<file path="src/rtl/pipe_pkg.sv">
// Shared pipeline-control types and widths for the hazard controller slice.
package pipe_pkg;

  localparam int unsigned REG_IDX_W = 5;
  localparam int unsigned HCNT_W    = 16;

  typedef enum logic [1:0] {
    ST_RUN,
    ST_LU_STALL,
    ST_MWAIT,
    ST_FLUSH
  } hz_state_t;

  typedef struct packed {
    logic                 valid;
    logic [REG_IDX_W-1:0] rd;
    logic                 wen;
    logic                 load;
  } sb_rec_t;

  // A record only produces a value when it writes a real register; x0 never forwards.
  function automatic logic sb_hit(sb_rec_t rec, logic [REG_IDX_W-1:0] rs, logic use_rs);
    return use_rs && rec.valid && rec.wen && (rec.rd != '0) && (rec.rd == rs);
  endfunction

endpackage

</file>
<file path="src/rtl/hazard_sb.sv">
// EX/MEM destination scoreboard: match decode sources against in-flight producers,
// register operand-forward selects at ID->EX transfer and flag load-use hazards.
module hazard_sb
  import pipe_pkg::*;
(
  input  logic                 clk,
  input  logic                 rst_n,
  input  logic                 id_valid,
  input  logic [REG_IDX_W-1:0] id_rs1,
  input  logic [REG_IDX_W-1:0] id_rs2,
  input  logic                 id_use_rs1,
  input  logic                 id_use_rs2,
  input  logic [REG_IDX_W-1:0] id_rd,
  input  logic                 id_wen,
  input  logic                 id_mem_reg,
  input  logic                 advance,
  input  logic                 kill,
  output logic                 load_use,
  output logic                 frwd_alu_op1,
  output logic                 frwd_mem_op1,
  output logic                 frwd_alu_op2,
  output logic                 frwd_mem_op2
);

  sb_rec_t ex_q;
  sb_rec_t mem_q;
  sb_rec_t id_rec;
  logic    ex_hit1;
  logic    ex_hit2;
  logic    mem_hit1;
  logic    mem_hit2;

  always_comb begin
    id_rec = '0;
    if (id_valid) begin
      id_rec.valid = 1'b1;
      id_rec.rd    = id_rd;
      id_rec.wen   = id_wen;
      id_rec.load  = id_mem_reg;
    end
    ex_hit1  = id_valid && sb_hit(ex_q, id_rs1, id_use_rs1);
    ex_hit2  = id_valid && sb_hit(ex_q, id_rs2, id_use_rs2);
    mem_hit1 = id_valid && sb_hit(mem_q, id_rs1, id_use_rs1);
    mem_hit2 = id_valid && sb_hit(mem_q, id_rs2, id_use_rs2);
    load_use = ex_q.load && (ex_hit1 || ex_hit2);
  end

  always_ff @(posedge clk or negedge rst_n) begin
    if (!rst_n) begin
      ex_q         <= '0;
      mem_q        <= '0;
      frwd_alu_op1 <= 1'b0;
      frwd_mem_op1 <= 1'b0;
      frwd_alu_op2 <= 1'b0;
      frwd_mem_op2 <= 1'b0;
    end else if (advance) begin
      mem_q <= ex_q;
      if (kill) begin
        ex_q         <= '0;
        frwd_alu_op1 <= 1'b0;
        frwd_mem_op1 <= 1'b0;
        frwd_alu_op2 <= 1'b0;
        frwd_mem_op2 <= 1'b0;
      end else begin
        // The younger EX producer shadows the MEM one for the same operand.
        ex_q         <= id_rec;
        frwd_alu_op1 <= ex_hit1;
        frwd_mem_op1 <= mem_hit1 && !ex_hit1;
        frwd_alu_op2 <= ex_hit2;
        frwd_mem_op2 <= mem_hit2 && !ex_hit2;
      end
    end
  end

endmodule

</file>
<file path="src/rtl/hazard_ctrl.sv">
// Pipeline hazard controller: stall/bubble/flush sequencing FSM, memory-wait freeze
// and saturating hazard-cycle counter around the hazard_sb scoreboard.
module hazard_ctrl
  import pipe_pkg::*;
(
  input  logic                 i_clk,
  input  logic                 i_rst_n,
  input  logic                 i_id_valid,
  input  logic [REG_IDX_W-1:0] i_id_rs1,
  input  logic [REG_IDX_W-1:0] i_id_rs2,
  input  logic                 i_id_use_rs1,
  input  logic                 i_id_use_rs2,
  input  logic [REG_IDX_W-1:0] i_id_rd,
  input  logic                 i_id_wen,
  input  logic                 i_id_mem_reg,
  input  logic                 i_ex_redirect,
  input  logic                 i_dmem_busy,
  output logic                 o_frwd_alu_op1,
  output logic                 o_frwd_mem_op1,
  output logic                 o_frwd_alu_op2,
  output logic                 o_frwd_mem_op2,
  output logic                 o_stall,
  output logic                 o_bubble,
  output logic                 o_flush,
  output logic [HCNT_W-1:0]    o_hazard_cnt
);

  hz_state_t          state_q, state_d;
  hz_state_t          pre_q, pre_d;
  hz_state_t          st_eval;
  logic               pend_q, pend_d;
  logic               redir;
  logic               advance;
  logic               kill;
  logic               load_use;
  logic [HCNT_W-1:0]  cnt_q;

  hazard_sb u_sb (
    .clk          (i_clk),
    .rst_n        (i_rst_n),
    .id_valid     (i_id_valid),
    .id_rs1       (i_id_rs1),
    .id_rs2       (i_id_rs2),
    .id_use_rs1   (i_id_use_rs1),
    .id_use_rs2   (i_id_use_rs2),
    .id_rd        (i_id_rd),
    .id_wen       (i_id_wen),
    .id_mem_reg   (i_id_mem_reg),
    .advance      (advance),
    .kill         (kill),
    .load_use     (load_use),
    .frwd_alu_op1 (o_frwd_alu_op1),
    .frwd_mem_op1 (o_frwd_mem_op1),
    .frwd_alu_op2 (o_frwd_alu_op2),
    .frwd_mem_op2 (o_frwd_mem_op2)
  );

  // While frozen, the step of the pre-wait state is deferred; a redirect seen during
  // the wait is remembered so it still wins once the memory releases the pipe.
  always_comb begin
    state_d = state_q;
    pre_d   = pre_q;
    pend_d  = 1'b0;
    advance = 1'b0;
    kill    = 1'b0;
    st_eval = (state_q == ST_MWAIT) ? pre_q : state_q;
    redir   = i_ex_redirect || ((state_q == ST_MWAIT) && pend_q);
    if (i_dmem_busy) begin
      state_d = ST_MWAIT;
      if (state_q != ST_MWAIT) begin
        pre_d  = state_q;
        pend_d = i_ex_redirect;
      end else begin
        pend_d = pend_q || i_ex_redirect;
      end
    end else begin
      advance = 1'b1;
      case (st_eval)
        ST_LU_STALL: begin
          state_d = redir ? ST_FLUSH : ST_RUN;
          kill    = redir;
        end
        ST_FLUSH: begin
          state_d = ST_RUN;
          kill    = 1'b1;
        end
        default: begin
          if (redir) begin
            state_d = ST_FLUSH;
            kill    = 1'b1;
          end else if (load_use) begin
            state_d = ST_LU_STALL;
            kill    = 1'b1;
          end else begin
            state_d = ST_RUN;
          end
        end
      endcase
    end
  end

  always_ff @(posedge i_clk or negedge i_rst_n) begin
    if (!i_rst_n) begin
      state_q <= ST_RUN;
      pre_q   <= ST_RUN;
      pend_q  <= 1'b0;
    end else begin
      state_q <= state_d;
      pre_q   <= pre_d;
      pend_q  <= pend_d;
    end
  end

  assign o_stall      = (state_q == ST_LU_STALL) || (state_q == ST_MWAIT);
  assign o_bubble     = (state_q == ST_LU_STALL) || (state_q == ST_FLUSH);
  assign o_flush      = (state_q == ST_FLUSH);
  assign o_hazard_cnt = cnt_q;

  always_ff @(posedge i_clk or negedge i_rst_n) begin
    if (!i_rst_n) begin
      cnt_q <= '0;
    end else if ((o_stall || o_bubble || o_flush) && (cnt_q != '1)) begin
      cnt_q <= cnt_q + HCNT_W'(1);
    end
  end

endmodule
</file>
<file path="config.mk">
export PLATFORM = sky130hd
export DESIGN_NAME = hazard_ctrl
export DESIGN_NICKNAME = d
export VERILOG_FILES = /design/src/rtl/pipe_pkg.sv /design/src/rtl/hazard_sb.sv /design/src/rtl/hazard_ctrl.sv
export SDC_FILE = /design/constraint.sdc
export NUM_CORES = 1
export LEC_CHECK = 0
export CAP_MARGIN = 20
export CORE_MARGIN = 4
export CORE_UTILIZATION = 50
export DETAILED_ROUTE_END_ITERATION = 16
export MAX_ROUTING_LAYER = met4
export PLACE_DENSITY_LB_ADDON = 0.08
export SLEW_MARGIN = 0
export SYNTH_ARGS = -nofsm -noshare
export SYNTH_HDL_FRONTEND = slang
export SYNTH_SLANG_ARGS = --single-unit
</file>
<file path="constraint.sdc">
create_clock -name i_clk -period 1.8 [get_ports i_clk]
set_input_delay 0.36 -clock i_clk [delete_from_list [all_inputs] [get_ports i_clk]]
set_output_delay 0.36 -clock i_clk [all_outputs]
set_load 0.02 [all_outputs]
</file>
# After elaboration in Yosys (flattened, before gate mapping)
# Cells that the tools add are included.
[classes] n_addsub=1 eq_ne=11 reduce_logical=37 n_mux=18
[ops] cell="logical AND 1 bit" count=25
[ops] cell="equality test 5 bit" count=4
[ops] cell="adder 16 x 1 -> 16 bit, second input constant" count=1
[ops] cell="two-way mux 8 bit" count=2
[ops] cell="!= test 16 bit, second input constant" count=1
[ops] cell="two-way mux 1 bit" count=10
[ops] cell="nonzero test 5 bit" count=2
[ops] cell="two-way mux 2 bit" count=4
[ops] cell="logical OR 1 bit" count=7
[ops] cell="equality test 2 bit, second input constant" count=3
[ops] cell="equality test 2 x 1 -> 1 bit, second input constant" count=2
[ops] cell="one-hot mux 2 bit (2 select lines)" count=1
[ops] cell="logical NOT 1 bit" count=2
[ops] cell="!= test 2 bit, second input constant" count=1
[ops] cell="one-hot mux 1 bit (2 select lines)" count=1
[ops] cell="AND reduction 2 bit" count=1
[word_totals] input_bits=24 out_inout_bits=23 elab_cells=82 register_bits=40

# Depth between registers and ports, before layout
[depth] depth_word=12 ltp_mapped=7 mapped_depth_nobuf=7

# Hierarchy
# A second synthesis with hierarchy kept.
[unflattened] hier_cells=206 area_unflattened_um2=2129.5
[modules_own_cells] mod="hazard_ctrl" cells_per_inst=110 seq_area_each_um2=525.5 n_inst=1 area_per_inst_um2=1129.8
[modules_own_cells] mod="hazard_sb" cells_per_inst=96 seq_area_each_um2=475.5 n_inst=1 area_per_inst_um2=999.7

# Least setup slack after synthesis
# No wires, ideal clock.
[synth_timing] path_kind="register -> register" start="register cnt_q[0] (netlist: o_hazard_cnt[0])" end="register cnt_q[1] (netlist: o_hazard_cnt[1])" synth_period_minus_slack_ns=1.755 path_buffers=0 t_arrival_ns=1.628 path_stages_with_launch=6 t_required_ns=1.673 setup_ns=0.127 path_slack_ns=0.045 path_cell_list="dfrtp_1 -> ha_1 -> nand3_1 -> nor2_1 -> a21oi_1 -> mux2_1"
[synth_between] elab_chain_cells=2 word_cells_on_any_way=3 cone_classes="1 x add/sub; 1 x eq/ne; 1 x reduce/logical"
[synth_rtl] element="start, declared" line_no="hazard_ctrl.sv:36" text="logic [HCNT_W-1:0] cnt_q;"
[synth_rtl] element="start signal, assigned" line_no="hazard_ctrl.sv:123" text="cnt_q <= cnt_q + HCNT_W'(1);"
[synth_rtl] element="parallel branches: the longest is 2 deep, another holds adder 16 x 1 -> 16 bit"
# Parallel ways; which one is timed is not known.
# A chain may end at the register's enable or synchronous reset.

# Worst setup path in the final report
[layout_timing] start="register u_sb.ex_q[5] (netlist name)" end="register u_sb.ex_q[2] (netlist name)"
[layout_between] elab_chain_cells=11 word_cells_on_any_way=16 cone_classes="2 x eq/ne; 5 x mux; 9 x reduce/logical"
[layout_rtl] element="start, declared" line_no="hazard_sb.sv:25" text="sb_rec_t ex_q;"
[layout_rtl] element="start signal, assigned" line_no="hazard_sb.sv:66" text="ex_q <= id_rec;"
[layout_rtl] element="nonzero test 5 bit" line_no="pipe_pkg.sv:23" text="return use_rs && rec.valid && rec.wen && (rec.rd != '0) && (rec.rd == rs);"
[layout_rtl] element="logical AND 1 bit (2 in series)" line_no="pipe_pkg.sv:23"
[layout_rtl] element="logical AND 1 bit (on tied branches)" line_no="hazard_sb.sv:41, hazard_sb.sv:42"
[layout_rtl] element="logical OR 1 bit (*)" line_no="hazard_sb.sv:45" text="load_use = ex_q.load && (ex_hit1 || ex_hit2);"
[layout_rtl] element="logical AND 1 bit (*)" line_no="hazard_sb.sv:45"
[layout_rtl] element="two-way mux 1 bit (*)" line_no="hazard_ctrl.sv:91" text="end else if (load_use) begin"
[layout_rtl] element="two-way mux 1 bit (*)" line_no="hazard_ctrl.sv:88" text="if (redir) begin"
[layout_rtl] element="one-hot mux 1 bit (2 select lines) (*)" line_no="hazard_ctrl.sv:78" text="case (st_eval)"
[layout_rtl] element="two-way mux 1 bit (*)" line_no="hazard_ctrl.sv:68" text="if (i_dmem_busy) begin"
[layout_rtl] element="two-way mux 8 bit (*)" line_no="hazard_sb.sv:58" text="if (kill) begin"
# Every way passes the cells marked *; elsewhere a longest branch is shown, timed or not.

==> flow_summary.json <==
{
  "dieArea_um2": 5198,
  "violations": "negative setup slack",
  "power.density_nw_per_um2": 935.2,
  "worst_pin_slew_ns": 0.5100,
  "crit_buf_inv": 0,
  "drc": 0,
  "rsz0062_at_grt": "yes",
  "r2r-end": "u_sb.ex_q[2]$_DFFE_PN0N_",
  "crit_fanout": 5,
  "cts_tree": "yes",
  "synth.distinct_cells": 40,
  "rows": 23,
  "r2r_slack_ns": -0.03,
  "placed_cells": 300,
  "slew_violations": 0,
  "grt_pass1_vias": 1773,
  "arrival_ns": 2.01,
  "h-tree-depth": 2,
  "grt_max_degree": 41,
  "layoutNonFillerInstCount": 310,
  "drt-pass1-iter-count": 4,
  "outcome": "finished with violations",
  "path_cells": "xnor2_1 > nand4_1 > o32ai_4 > a41oi_4 > a32o_2",
  "ys_ff_latch": 40,
  "drt_iter0_markers": 83,
  "cts.clk_slew.worst_paths_ns": 0.08,
  "drive_gt1_share_pct": 25.77,
  "hold_viol": 0,
  "synth.most_common_cell": "dfrtp_1",
  "r2r_start": "u_sb.ex_q[5]$_DFFE_PN0N_",
  "hold_ws_ns": 0.1166,
  "synth_edf_count": 0,
  "grt_overflow": 0,
  "min_path_type": "in2async",
  "cts_buffer_depth": 2,
  "wl_um": 5134,
  "crit_slowest_cell": "dfrtp_1",
  "post_dp_cell_area_um2": 2783,
  "clock-skew-final_ns": 0.006098,
  "drv_cap": 0,
  "final_nets": 288,
  "syn-cell-area_um2": 2054,
  "criticalPathCategory": "reg2reg",
  "viasPerCell": 5.445,
  "core_area_um2": 4000,
  "reg2reg_depth": 5,
  "min_period_over_period_pct": 101.5,
  "avgSynthCellArea_um2": 11.54,
  "yosysWarnings": 0,
  "antenna_found_initial": 0,
  "path_delay_family": "compound AO/OA/AOI/OAI gates",
  "drt-wirelength-per-cell_um": 16.56,
  "setup_ws_ns": -0.02760,
  "synth_common_cells": "dfrtp_1, xnor2_1, xor2_1",
  "p_leak_nw": 1.341,
  "max_freq_ghz": 0.5472,
  "synth.top_cell.area_share_pct": 48.72,
  "cp-end-kind": "register",
  "antenna_left": 0,
  "post-dp-hpwl_um": 3925,
  "critPathRequiredTime_ns": 1.99,
  "dominantRegCellSynth": "dfrtp_1",
  "period_needed_ns": 1.828,
  "die_y_um": 72.10,
  "vias": 1688,
  "n_antenna_cell": 0,
  "io_pins": 47,
  "grt_pass1_wl_um": 8424,
  "cts_sinks": 40,
  "synth.area.top_cells": "dfrtp_1, xnor2_1, xor2_1",
  "finalSetupViolCount": 4,
  "grt.total_usage_pct": 21.38,
  "slew-limit-headroom_pct": 66.00,
  "design_area_um2": 2942,
  "ctsHoldBuffers": 0,
  "start_util_pct": 51.36,
  "root_buffer": "clkbuf_8",
  "power_mw": 2.751,
  "async_flop_share_pct": 100.0,
  "synth_nets": 207,
  "port_buffers": 46,
  "syn_inst": 178,
  "gp_congestion": 0.8685,
  "pre_cts_ws_ns": -0.4845,
  "ir_worst_vdd_uv": 867.1,
  "die_w_um": 72.10,
  "cts_buffers": 5,
  "cp-start-kind": "register",
  "syn2layout_area_growth_pct": 43.18,
  "seq_area_frac_synth_pct": 48.72,
  "slowest_delay_ns": 0.43,
  "worstSkewPairLatency_ns": 0.29,
  "synth_top_area_cell": "dfrtp_1"
}
==> report_power, final <==
| group | switching (mW) | internal [mW] | total [mW] | leakage, nW |
|---|---|---|---|---|
| sequential | 0.161 | 1.04 | 1.20 | 0.527 |
| combinational | 0.449 | 0.473 | 0.922 | 0.770 |
| clock | 0.320 | 0.310 | 0.630 | 0.0434 |
| total | 0.930 | 1.82 | 2.75 | 1.34 |
==> stage by stage <==
| step | setup TNS [ns] | utilization, % |
|---|---|---|
| after floorplan | 0 | - |
| after global placement | -4.516 | 69.57 |
| after detailed placement | -5.457 | 69.57 |
| after CTS | -0.01185 | 72.63 |
| after global routing | -1.012 | 73.54 |
| final | -0.06322 | 73.54 |
==> registers in the layout, indices dropped and copies added (netlist names) <==
signal and count:
u_sb.frwd_alu_op1 1, u_sb.frwd_mem_op1 1, u_sb.frwd_mem_op2 1, state_q 2, pend_q 1, u_sb.ex_q 8
u_sb.mem_q 7, u_sb.frwd_alu_op2 1, pre_q 2, o_hazard_cnt 16
==> layout make-up <==
| cell class | instances | area [um^2] |
|---|---|---|
| flip-flops and latches | 40 | 1002 |
| clock buffers | 6 | 82.58 |
| clock inverters | 2 | 15.01 |
| inverters | 3 | 11.26 |
| well taps | 50 | 62.56 |
| repair buffers | 77 | 681.9 |
| multi-input cells | 132 | 1086 |
| fillers | 285 | 1059 |
==> kinds of logic after synthesis <==
logic type,Yosys count,share of synthesized area [%]
multiplexers,9,4.872
AND/OR/NAND/NOR,55,14.80
flip-flops,40,48.72
XOR/XNOR,33,14.07
buffers and inverters,7,1.279
adder cells (fa/ha/maj),5,3.045
AO/OA/AOI/OAI,29,13.22
==> worst reg2reg max path, cell delays in order, from the launching register on <==
cell and delay [ns]:
dfrtp_1 0.43, xnor2_1 0.16, nand4_1 0.19, o32ai_4 0.43, a41oi_4 0.22, a32o_2 0.31
==> cells in the final DEF, fill, tap and decap left out, drive strengths merged, types with 4 or more instances in the layout <==
cell type,count
a21oi,7
ha,5
clkdlybuf4s50,36
nor3,4
xor2,12
dlygate4sd2,5
mux2,8
nand2,9
dfrtp,40
clkbuf,6
nand4,9
a22o,4
buf,33
a32o,8
nor2,9
nand3,8
xnor2,21
==> worst max path at each step <==
stage | to | depth (start not counted) | from
floorplan | o_hazard_cnt[1]$_DFFE_PN0P_ | 5 | o_hazard_cnt[0]$_DFFE_PN0P_
global placement | u_sb.ex_q[1]$_DFFE_PN0N_ | 6 | i_id_rs1[1]
detailed placement | u_sb.ex_q[5]$_DFFE_PN0N_ | 6 | i_id_rs1[4]
CTS | u_sb.ex_q[1]$_DFFE_PN0N_ | 5 | u_sb.ex_q[5]$_DFFE_PN0N_
global route | u_sb.frwd_mem_op1$_DFFE_PN0N_ | 5 | u_sb.ex_q[5]$_DFFE_PN0N_
finish | u_sb.ex_q[2]$_DFFE_PN0N_ | 5 | u_sb.ex_q[5]$_DFFE_PN0N_
==> what timing repair did <==
| item | in CTS | in global routing |
|---|---|---|
| resized for setup | 14 | 9 |
| gates cloned | 1 | 0 |
| pin swaps | 7 | 5 |
| setup buffers | 0 | 1 |
| setup endpoints to repair | 17 | 20 |
==> per-layer routing <==
layer	wire length [um]	up-vias	global-route usage (%)	share of wire, %
met5	0	-	-	0
met4	72	0	6.263	1.4
met3	195	9	3.878	3.8
met2	2605	38	35.29	51
met1	2260	820	26.90	44
li1	-	821	-	-
Power figures use the tool's default switching activity.
